**src/rtl/conv_pingpong_ctrl.sv**
```systemverilog
// Ping-pong controller for two conv2 feature-map banks: a producer fills one bank while a consumer drains the other.
// Optional statistics counters (frames_wr/frames_rd/stall_cyc) are enabled with `define CONV_PINGPONG_STATS_EN.
module conv_pingpong_ctrl #(
    parameter int AW     = 12,
    parameter int DW     = 64,
    parameter int RD_LAT = 1
) (
    input  logic          clk,
    input  logic          rst_n,
    input  logic          prod_start_i,
    output logic          prod_grant_o,
    output logic          prod_bank_o,
    input  logic          prod_we_i,
    input  logic [AW-1:0] prod_addr_i,
    input  logic [DW-1:0] prod_din_i,
    input  logic          prod_done_i,
    input  logic          cons_start_i,
    output logic          cons_grant_o,
    output logic          cons_bank_o,
    input  logic          cons_re_i,
    input  logic [AW-1:0] cons_addr_i,
    input  logic          cons_done_i,
    output logic [DW-1:0] cons_dout_o,
    output logic          cons_dvalid_o,
    output logic          err_o,
`ifdef CONV_PINGPONG_STATS_EN
    output logic [15:0]   frames_wr_o,
    output logic [15:0]   frames_rd_o,
    output logic [31:0]   stall_cyc_o,
`endif
    output logic          bank0_we_o,
    output logic [AW-1:0] bank0_addr_o,
    output logic [DW-1:0] bank0_din_o,
    input  logic [DW-1:0] bank0_dout_i,
    output logic          bank1_we_o,
    output logic [AW-1:0] bank1_addr_o,
    output logic [DW-1:0] bank1_din_o,
    input  logic [DW-1:0] bank1_dout_i
);

    typedef enum logic [1:0] {
        ST_FREE    = 2'd0,
        ST_WRITING = 2'd1,
        ST_FULL    = 2'd2,
        ST_READING = 2'd3
    } bank_st_e;

    bank_st_e st_q [2];
    bank_st_e st_d [2];
    logic wp_q, wp_d, rp_q, rp_d;
    logic pg_q, pg_d, cg_q, cg_d;
    logic err_q, err_d;
    logic prod_done_ok, cons_done_ok, prod_bank_free;

    logic [RD_LAT-1:0] vld_q, sel_q;
    logic [RD_LAT:0]   vld_sh, sel_sh;
    logic              rd_issue;

    assign prod_done_ok = prod_done_i & pg_q;
    assign cons_done_ok = cons_done_i & cg_q;
    // A bank freed by cons_done this cycle can be granted to a waiting producer on the same edge.
    assign prod_bank_free = (st_q[wp_q] == ST_FREE) || (cons_done_ok && (rp_q == wp_q));

    always_comb begin
        st_d[0] = st_q[0];
        st_d[1] = st_q[1];
        wp_d    = wp_q;
        rp_d    = rp_q;
        pg_d    = pg_q;
        cg_d    = cg_q;
        err_d   = err_q;

        if (cons_done_ok) begin
            st_d[rp_q] = ST_FREE;
            rp_d       = ~rp_q;
            cg_d       = 1'b0;
        end else if (!cg_q && cons_start_i && (st_q[rp_q] == ST_FULL)) begin
            st_d[rp_q] = ST_READING;
            cg_d       = 1'b1;
        end

        // Producer updates last so a same-edge free-then-grant of one bank ends in WRITING.
        if (prod_done_ok) begin
            st_d[wp_q] = ST_FULL;
            wp_d       = ~wp_q;
            pg_d       = 1'b0;
        end else if (!pg_q && prod_start_i && prod_bank_free) begin
            st_d[wp_q] = ST_WRITING;
            pg_d       = 1'b1;
        end

        if (((prod_we_i | prod_done_i) & ~pg_q) | ((cons_re_i | cons_done_i) & ~cg_q))
            err_d = 1'b1;
    end

    always_ff @(posedge clk or negedge rst_n) begin
        if (!rst_n) begin
            st_q[0] <= ST_FREE;
            st_q[1] <= ST_FREE;
            wp_q    <= 1'b0;
            rp_q    <= 1'b0;
            pg_q    <= 1'b0;
            cg_q    <= 1'b0;
            err_q   <= 1'b0;
        end else begin
            st_q[0] <= st_d[0];
            st_q[1] <= st_d[1];
            wp_q    <= wp_d;
            rp_q    <= rp_d;
            pg_q    <= pg_d;
            cg_q    <= cg_d;
            err_q   <= err_d;
        end
    end

    assign prod_grant_o = pg_q;
    assign prod_bank_o  = wp_q;
    assign cons_grant_o = cg_q;
    assign cons_bank_o  = rp_q;
    assign err_o        = err_q;

    logic          we_m   [2];
    logic [AW-1:0] addr_m [2];
    logic [DW-1:0] din_m  [2];

    always_comb begin
        for (int b = 0; b < 2; b++) begin
            we_m[b]   = 1'b0;
            addr_m[b] = '0;
            din_m[b]  = '0;
        end
        if (cg_q)
            addr_m[rp_q] = cons_addr_i;
        if (pg_q) begin
            we_m[wp_q]   = prod_we_i;
            addr_m[wp_q] = prod_addr_i;
            din_m[wp_q]  = prod_din_i;
        end
    end

    assign bank0_we_o   = we_m[0];
    assign bank0_addr_o = addr_m[0];
    assign bank0_din_o  = din_m[0];
    assign bank1_we_o   = we_m[1];
    assign bank1_addr_o = addr_m[1];
    assign bank1_din_o  = din_m[1];

    // Read valid and bank select travel together; the top bit of each shift vector is the output stage.
    assign rd_issue = cons_re_i & cg_q;
    assign vld_sh   = {vld_q, rd_issue};
    assign sel_sh   = {sel_q, rp_q};

    always_ff @(posedge clk or negedge rst_n) begin
        if (!rst_n) begin
            vld_q <= '0;
            sel_q <= '0;
        end else begin
            vld_q <= vld_sh[RD_LAT-1:0];
            sel_q <= sel_sh[RD_LAT-1:0];
        end
    end

    assign cons_dvalid_o = vld_sh[RD_LAT];
    assign cons_dout_o   = !vld_sh[RD_LAT] ? '0 : (sel_sh[RD_LAT] ? bank1_dout_i : bank0_dout_i);

`ifdef CONV_PINGPONG_STATS_EN
    logic [15:0] frames_wr_q, frames_rd_q;
    logic [31:0] stall_cyc_q;

    always_ff @(posedge clk or negedge rst_n) begin
        if (!rst_n) begin
            frames_wr_q <= '0;
            frames_rd_q <= '0;
            stall_cyc_q <= '0;
        end else begin
            if (prod_done_ok)
                frames_wr_q <= frames_wr_q + 16'd1;
            if (cons_done_ok)
                frames_rd_q <= frames_rd_q + 16'd1;
            if (prod_start_i && !pg_q)
                stall_cyc_q <= stall_cyc_q + 32'd1;
        end
    end

    assign frames_wr_o = frames_wr_q;
    assign frames_rd_o = frames_rd_q;
    assign stall_cyc_o = stall_cyc_q;
`endif

endmodule

```
**config.mk**
```make
export PLATFORM = sky130hd
export DESIGN_NAME = conv_pingpong_ctrl
export DESIGN_NICKNAME = d
export VERILOG_FILES = /design/src/rtl/conv_pingpong_ctrl.sv
export SDC_FILE = /design/constraint.sdc
export NUM_CORES = 1
export LEC_CHECK = 0
export ABC_CLOCK_PERIOD_IN_PS = 1300
export CORE_AREA = 2 2 176 178
export CTS_CLUSTER_SIZE = 28
export DETAILED_ROUTE_END_ITERATION = 7
export DIE_AREA = 0 0 178 180
export GPL_TIMING_DRIVEN = 0
export SLEW_MARGIN = 20
export SYNTH_ARGS = -nofsm -noshare
export SYNTH_HDL_FRONTEND = slang
export SYNTH_SLANG_ARGS = --single-unit
```
**constraint.sdc**
```tcl
create_clock -name clk -period 1.3 [get_ports clk]
set_input_delay 0.26 -clock clk [delete_from_list [all_inputs] [get_ports clk]]
set_output_delay 0.26 -clock clk [all_outputs]
set_load 0.02 [all_outputs]
```
==> results of run 1 <==
## synth_stat cells
| cell type | count |
|---|---|
| mux2i_1 | 65 |
| buf_4 | 8 |
| nand4_1 | 1 |
| o221ai_1 | 2 |
| o21ai_0 | 3 |
| a31o_2 | 1 |
| o211ai_1 | 1 |
| and3b_1 | 2 |
| nor2_1 | 3 |
| nor3b_4 | 1 |
| nor3_1 | 1 |
| clkbuf_1 | 22 |
| clkbuf_2 | 1 |
| nor4bb_1 | 1 |
| a221oi_1 | 1 |
| a211oi_1 | 1 |
| dfrtp_1 | 11 |
| nand2b_1 | 2 |
| nor3b_1 | 1 |
| nor2b_1 | 65 |
| nand3_1 | 3 |
| buf_2 | 5 |
| xnor2_1 | 2 |
| nor2_2 | 1 |
| a2111oi_0 | 1 |
| a22o_1 | 25 |
| buf_1 | 1 |
| and2_1 | 67 |
| nand2_1 | 5 |
| o32ai_1 | 1 |
| buf_6 | 7 |
| o211a_1 | 1 |
| inv_1 | 3 |
| nor2b_4 | 1 |
| and3_1 | 65 |
## timing repair
action,CTS,global route
endpoints found under the setup margin,227,230
resized for setup,1111,544
pin swaps,12,49
gates cloned,13,8
buffers inserted,32,36
## final cells by class
type,count,share of cell area (%)
timing repair buffer,531,50.6
antenna,1,0.0217
sequential,11,2.44
tap,396,4.29
inverter,3,0.0975
multi-input combinational,323,36.8
clock buffer,4,0.683
buffer,41,5.02
## logic make-up after synthesis
| group | synth area share (%) |
|---|---|
| AO/OA/AOI/OAI | 10.8 |
| XOR/XNOR | 0.605 |
| buffers and inverters | 9.20 |
| flip-flops | 9.50 |
| multiplexers | 22.5 |
| AND/OR/NAND/NOR | 47.5 |
## where the power goes
group | leakage [nW] | total (W) | switching [W] | internal, W
logic | 4.51 | 0.0156 | 0.00640 | 0.00924
registers | 0.118 | 0.000623 | 0.000140 | 0.000483
clock network | 0.0382 | 0.000559 | 0.000147 | 0.000411
total | 4.66 | 0.0168 | 0.00669 | 0.0101
## through the flow
stage               power (W)  cells  util [%]  setup slack, ns
finish                 0.0168   1310      38.3           -0.682
global route           0.0176   1310      38.3           -0.715
CTS                    0.0138   1273      33.6           -0.708
detailed placement    0.00981   1224      29.1            -1.06
global placement      0.00981   1224      29.1            -1.06
floorplan             0.00612    381         -           -0.222
## cell usage in the layout (no fill, tap or decap), types with 5 or more instances in the layout
cell and count:
a22o_4 22, and2_2 27, and2_4 39, and3_4 65, buf_12 19, buf_16 7, buf_4 51, buf_6 213
buf_8 22, clkbuf_16 12, clkbuf_4 8, clkbuf_8 5, clkdlybuf4s15_2 9, clkdlybuf4s50_1 223, dfrtp_1 6, dfrtp_2 5
mux2i_1 5, mux2i_4 60, nand2_1 5, nor2b_1 5, nor2b_4 61
## flip-flops by register name (all words and copies together) (netlist names)
register	cells
cons_dvalid_o	1
sel_q	1
cons_bank_o	1
prod_bank_o	1
err_o	1
prod_grant_o	1
cons_grant_o	1
st_q	4
## routing by layer
layer / vias up / GRT usage, % / share of wire [%]
met2: 287 / 24.7 / 54
li1: 2411 / - / -
met1: 2456 / 12.7 / 33
met4: 0 / 2.26 / 2.3
met3: 25 / 4.06 / 10
met5: - / 0 / 0
## worst max-delay path, cell delays in order, from the launching register on
cell	delay (ns)
dfrtp_2	0.43
nor2b_4	0.14
buf_12	0.14
buf_4	0.14
buf_12	0.13
buf_12	0.13
a22o_4	0.25
buf_6	0.13
## path summary, 6_finish.rpt
kind                              start         endpoint  slack [ns]
min                               rst_n            err_o        0.38
min reg2reg                 cons_bank_o            sel_q        0.43
max                        prod_grant_o  bank0_addr_o[9]       -0.68
min in group clk            cons_bank_o            sel_q        0.43
max in group asynchronous         rst_n     cons_grant_o        0.53
max reg2reg                 prod_bank_o          st_q[0]       -0.33
==> results.cfg, run 1 <==
[pwr]
power_density_nw_per_um2 = 1460
ir_drop_uv = 884
power_leakage_nw = 4.66

[clocking]
path_clk_slew_ns = 0.04
clock_sinks = 11
cts_made_buffers = 3
root_buffer = clkbuf_16
cts_htree_levels = 1
clk-insertion-delay-late_ns = 0.24
cts_tree = yes
cts-hold-fix-buffers = 0
clk_path_buf_depth = 2

[timing]
post-route-min-period_ns = 1.98
hold_violations = 0
min_period_over_period_pct = 152
maxSlewHeadroom_pct = 63.8
fin_ws_ns = -0.682
rsz0062_at_grt = yes
max_freq_mhz = 504
whs_ns = 0.381
finalSetupTns_ns = -117.60
finalSetupViolations = 225
slew_viol_final = 0
skew_ns = 0.000935
worst_slew_pin_slew_ns = 0.541

[finish]
synthToLayoutAreaGrowth_pct = 299
drive_gt1_share_pct = 69.8
fillCellCount = 2910
multiInputGateArea_um2 = 4250
final_area_um2 = 11500
regArea_um2 = 282
nNetsFinal = 1138

[global_routing]
grt_pass1_wl_um = 31300
grt_max_degree = 14
grt_pass1_vias = 5279
antenna_found_initial = 1
overflow = 0
track_usage_pct = 12.6

[synthesis]
yosys.area.top_type = mux2i_1
netlist_instances = 381
synth_area_um2 = 2900
synth.avg_cell_area_um2 = 7.60
yosysUniqueCellTypes = 35
synth_nets = 605
yosysSeqAreaShare_pct = 9.50
synthTopCellsByArea = mux2i_1 (22%), and2_1 (14%), and3_1 (14%)
ys_ff_latch = 11
synth_top_area_share_pct = 22.5
yosysWarningCount = 0

[floorplan]
die_h_um = 180
io_pins = 448
die_w_um = 178
fp.dieArea_um2 = 32000
rows = 64
core_area_um2 = 30200
start_util_pct = 9.59

[detailed_routing]
ant_nets = 0
dr.pass1.iters = 4
drt_wl_total_um = 23900
drc_errors = 0
routedWlPerCell_um = 18.2
drt_iter0_drc = 142
via_per_inst = 3.95
vias = 5179

[setup_path]
cp_max_fo = 7
reg2reg_depth = 9
cp.required_ns = 1.04
start_kind = register
worstPathArrival_ns = 1.72
crit_type = register to output pin
end_kind = output pin

[place]
globalplace.congestion = 0.799
dpl.hpwl_um = 17300
dpl_cell_area_um2 = 8790
place.port_buffers = 447

[run]
cap_violations = 0

[status]
status = complete, but fails checks
violations = setup timing

[min_path]
hp-class = input pin to asynchronous set/reset pin
Power figures use the tool's default switching activity.
==> run 2: changes to the inputs <==
- ABC_CLOCK_PERIOD_IN_PS: 1300 -> 1600
- clock period: 1.3 -> 1.6 ns (I/O delays scaled with it)
==> run 2 against run 1 <==
Compared with the run above: critical path type unchanged; the flow still finishes with violations (setup timing); die area unchanged; final cell count fell by 0.69%; design area decreased by 14%; via count decreased by 2.4%.
==> results.cfg, run 2 (same netlist as run 1, synthesis figures left out) <==
[setup_path]
start_kind = register
r2r_end = st_q[2]
cp_max_fo = 5
cpLargestDelayFamily = buffers and inverters
worstPathArrival_ns = 1.74
r2r_slack_ns = 0.02
r2r_start = prod_bank_o
path_cells = nor2b_4 -> buf_6 -> nor3b_4 -> buf_6 -> a22o_1 -> buf_6
cp.required_ns = 1.28
crit_path_max_incr_delay_ns = 0.43
crit_buf_inv = 3
critPathSlowestCell = dfrtp_2
crit_type = register to output pin
reg2reg_depth = 8
end_kind = output pin
crit_top_cell = buf_6

[timing]
skew_ns = 0.00446
slew_viol_final = 0
fin_ws_ns = -0.461
worst_slew_pin_slew_ns = 0.531
hold_violations = 0
rsz0062_at_grt = yes
max_freq_mhz = 485
post-route-min-period_ns = 2.06
finalSetupViolations = 220
min_period_over_period_pct = 129
maxSlewHeadroom_pct = 64.5

[place]
place.port_buffers = 447
dp_cells = 1224
globalplace.congestion = 0.847
dpl.hpwl_um = 18000

[finish]
largest-register = st_q
final_cells = 1301
synthToLayoutAreaGrowth_pct = 242
largest_register_ffs = 4
nNetsFinal = 1128
final_cell_mix = clkdlybuf4s50_1 (225), buf_6 (158), buf_4 (100)
final_common_cell = clkdlybuf4s50_1
drive_gt1_share_pct = 51.9

[global_routing]
track_usage_pct = 13.1
grt_pass1_vias = 5374
antenna_found_initial = 2
grt_pass1_wl_um = 32100
overflow = 0
grt_max_degree = 12

[pwr]
power_density_nw_per_um2 = 1160
power_leakage_nw = 4.41
seq_power_share_pct = 4.3
clock_power_share_pct = 4.0
swShare_pct = 40.4
p_sw_w = 0.00466
combPwrFrac_pct = 91.7
p_int_w = 0.00688
power_w = 0.0115
ir_drop_uv = 626

[detailed_routing]
dr.pass1.iters = 4
via_per_inst = 3.89
drc_errors = 0
routedWlPerCell_um = 18.3
ant_nets = 0
drt_iter0_drc = 140
drt_wl_total_um = 23800
vias = 5057

[clocking]
root_buffer = clkbuf_16
clk_path_buf_depth = 2
cts-hold-fix-buffers = 0
clk-insertion-delay-late_ns = 0.24
cts_made_buffers = 3
path_clk_slew_ns = 0.05
cts_htree_levels = 1
clock_sinks = 11
cts_tree = yes

[status]
status = complete, but fails checks
violations = setup timing

[floorplan]
fp.dieArea_um2 = 32000
rows = 64
die_w_um = 178
die_h_um = 180
start_util_pct = 9.59
core_area_um2 = 30200
io_pins = 448

[run]
cap_violations = 0

[min_path]
hp-class = input pin to asynchronous set/reset pin
-- run 2: final cells by class --
cell class | count | area [µm²]
fill | 3085 | 20300
timing repair buffer | 522 | 5420
multi-input combinational | 323 | 2980
buffer | 40 | 649
tap | 396 | 495
sequential | 11 | 278
clock buffer | 3 | 75.1
inverter | 3 | 11.3
clock inverter | 1 | 5.00
antenna | 2 | 5.00
-- run 2: worst max-delay path by stage --
| stage | cells past startpoint | endpoint | start | slack [ns] |
|---|---|---|---|---|
| final | 6 | bank0_addr_o[6] | prod_grant_o | -0.46 |
| after global routing | 6 | bank0_addr_o[6] | prod_grant_o | -0.51 |
| after floorplan | 5 | bank1_addr_o[7] | prod_grant_o | -0.04 |
| after global placement | 4 | cons_dout_o[54] | cons_dvalid_o | -0.97 |
| after CTS | 6 | bank0_addr_o[6] | prod_grant_o | -0.49 |
| after detailed placement | 4 | cons_dout_o[54] | cons_dvalid_o | -0.95 |
-- run 2: power by group through the flow --
stage                     sequential [W]  clock (W)  combinational (W)
after floorplan                 0.000522          0            0.00353
after CTS                       0.000489   0.000475            0.00901
after global routing            0.000506   0.000490             0.0111
final                           0.000493   0.000465             0.0106
after detailed placement        0.000507          0            0.00659
after global placement          0.000500          0            0.00658
-- run 2: through the flow --
step	cell area [µm²]	hold slack [ns]	setup TNS, ns	util (%)	worst slack [ns]
2_1_floorplan	2960	0.0244	-0.450	-	-0.0382
3_3_place_gp	7930	0.434	-140.16	26.3	-0.969
3_5_place_dp	7930	0.437	-141.32	26.3	-0.952
4_1_cts	9030	0.443	-66.19	29.9	-0.485
5_1_grt	9910	0.463	-73.04	32.8	-0.509
6_report	9910	0.429	-62.11	32.8	-0.461
-- run 2: layer usage --
layer / global-route usage (%) / wire [µm] / up-vias
li1: - / - / 2385
met2: 25.3 / 12400 / 308
met5: 0 / 0 / -
met1: 13.7 / 8430 / 2340
met3: 3.60 / 2350 / 24
met4: 3.51 / 603 / 0
-- run 2: timing repair --
action | 4_1_cts | 5_1_grt
pin swaps | 7 | 25
buffers inserted | 23 | 37
endpoints found under the hold margin | 0 | 0
gates resized for setup | 1284 | 256
setup endpoints to repair | 221 | 218
gates cloned | 14 | 7
==> run 3: changes to the inputs <==
- CTS_CLUSTER_SIZE: 28 -> 30
- PLACE_DENSITY: default -> 0.43
==> run 3 against run 2 <==
Compared with the run above: highest routed layer unchanged; clock skew shrank 0.0034 ns; sequential share of layout area is essentially flat; sequential cell count is the same; utilization grew 0.46 points; sequential power grew 3%; die area is the same; the run still ends with setup timing left; hold slack gained 0.0058 ns; clock-buffer cell count grew 1; maximum frequency grew 2.2%; largest cell class unchanged; largest power group unchanged; combinational power is essentially flat; via count shrank 0.87%.
==> results.cfg, run 3 (same netlist as run 1, synthesis figures left out) <==
[clocking]
cts_htree_levels = 1
cts_made_buffers = 3
cts_tree = yes
path_clk_slew_ns = 0.04
clk-insertion-delay-late_ns = 0.24
clock_sinks = 11
cts-hold-fix-buffers = 0
root_buffer = clkbuf_16
clk_path_buf_depth = 2

[floorplan]
start_util_pct = 9.59
die_h_um = 180
die_w_um = 178
rows = 64
io_pins = 448
fp.dieArea_um2 = 32000
core_area_um2 = 30200

[place]
place.port_buffers = 447
dpl.hpwl_um = 18900
dpl_cell_area_um2 = 7930
dp_cells = 1224
globalplace.congestion = 0.767

[setup_path]
start_kind = register
crit_type = register to output pin
cp_max_fo = 5
crit_buf_inv = 4
path_cells = buf_4 -> buf_6 -> and2_4 -> nor2_4 -> buf_6 -> a22o_1 -> buf_6
cp.required_ns = 1.28
critPathSlowestCell = dfrtp_2
cpLargestDelayFamily = buffers and inverters
end_kind = output pin
crit_path_max_incr_delay_ns = 0.42
crit_start = prod_grant_o
worstPathArrival_ns = 1.70
r2r_start = prod_bank_o
crit_top_cell = buf_6

[detailed_routing]
via_per_inst = 3.83
dr.pass1.iters = 4
drt_iter0_drc = 95
ant_nets = 0
vias = 5013
drt_wl_total_um = 24100
routedWlPerCell_um = 18.4
drc_errors = 0

[global_routing]
grt_max_degree = 12
grt_use_met3_pct = 3.64
busiest_layer = met2
use_met1_pct = 14.1
track_usage_pct = 13.1
antenna_found_initial = 0
gr-usage-met2_pct = 25.8
overflow = 0
grt_pass1_vias = 5036
grt_pass1_wl_um = 31800

[pwr]
p_int_w = 0.00696
combPwrFrac_pct = 91.6
seq_power_share_pct = 4.4
p_sw_w = 0.00457
power_density_nw_per_um2 = 1150
clock_power_share_pct = 4.0
ir_drop_uv = 486
swShare_pct = 39.6
power_leakage_nw = 4.53

[timing]
maxSlewHeadroom_pct = 56.6
min_period_over_period_pct = 126
post-route-min-period_ns = 2.02
worst_slew_pin_slew_ns = 0.649
max_freq_mhz = 496
whs_ns = 0.435
fin_ws_ns = -0.417
rsz0062_at_grt = yes
slew_viol_final = 0
finalSetupTns_ns = -56.20
finalSetupViolations = 217
hold_violations = 0
skew_ns = 0.00102

[status]
status = complete, but fails checks
violations = setup timing

[finish]
final_common_cell = clkdlybuf4s50_1
insertedDiodeCount = 0
final_cells = 1308
final_cell_mix = clkdlybuf4s50_1 (225), buf_6 (186), buf_4 (90)
largest-register = st_q
synthToLayoutAreaGrowth_pct = 247
fin_util_pct = 33.3
final_area_um2 = 10100
largest_register_ffs = 4
nNetsFinal = 1137
drive_gt1_share_pct = 54.7

[run]
cap_violations = 0

[min_path]
min_from = cons_bank_o
hp-class = register to register
==> run 3: cell count changes in the layout (fill, tap and decap cells not counted), sizes merged <==
cell           previous run  this run
dlymetal6s2s              1         3
diode                     2         0
clkbuf                   27        28
clkinv                    1         0
dlygate4sd2               2         0
clkdlybuf4s15             4         0
buf                     306       319
==> run 3: timing repair <==
| action | 4_1_cts | 5_1_grt |
|---|---|---|
| resized for setup | 844 | 752 |
| gates cloned | 3 | 16 |
| pin swaps | 6 | 24 |
| buffers inserted | 13 | 57 |
| setup endpoints to repair | 221 | 222 |
==> run 3: through the flow <==
| stage | setup slack [ns] | power [W] |
|---|---|---|
| 6_report | -0.417 | 0.0115 |
| 3_3_place_gp | -1.07 | 0.00714 |
| 2_1_floorplan | -0.0382 | 0.00405 |
| 5_1_grt | -0.476 | 0.0121 |
| 4_1_cts | -0.472 | 0.00823 |
| 3_5_place_dp | -1.06 | 0.00711 |
==> run 3: power by group through the flow <==
| stage | Sequential, W | Combinational [W] | Clock, W |
|---|---|---|---|
| 2_1_floorplan | 0.000522 | 0.00353 | 0 |
| 3_3_place_gp | 0.000501 | 0.00664 | 0 |
| 3_5_place_dp | 0.000504 | 0.00661 | 0 |
| 4_1_cts | 0.000491 | 0.00726 | 0.000480 |
| 5_1_grt | 0.000529 | 0.0111 | 0.000491 |
| 6_report | 0.000509 | 0.0106 | 0.000463 |
==> run 3: final timing paths <==
path,end,slack [ns],depth (start not counted)
setup / recovery,bank1_addr_o[8],-0.42,7
hold / removal,sel_q,0.43,0
setup reg to reg,prod_grant_o,0.11,7
hold reg to reg,sel_q,0.43,0
max in group asynchronous,cons_bank_o,0.66,1
min in group asynchronous,err_o,0.49,1
==> run 3: final cells by class <==
cell class,count,area (µm²)
Fill cell,3150,20100
Timing Repair Buffer,534,5700
Multi-Input combinational cell,323,3000
Tap cell,396,495
Buffer,37,490
Sequential cell,11,280
Clock buffer,4,78.8
Inverter,3,11.3
==> run 3: worst register-to-register path: stages, from the launching register on <==
cell and delay, ns:
dfrtp_2 0.41, buf_8 0.13, buf_6 0.11, buf_12 0.14, buf_12 0.14, buf_4 0.13, nor3_1 0.17, o32ai_1 0.11
==> run 3: routing by layer <==
layer  wire length [µm]  up-vias
met5                  0        -
met3               2360        8
met2              13100      273
li1                   -     2406
met4                102        0
met1               8590     2326
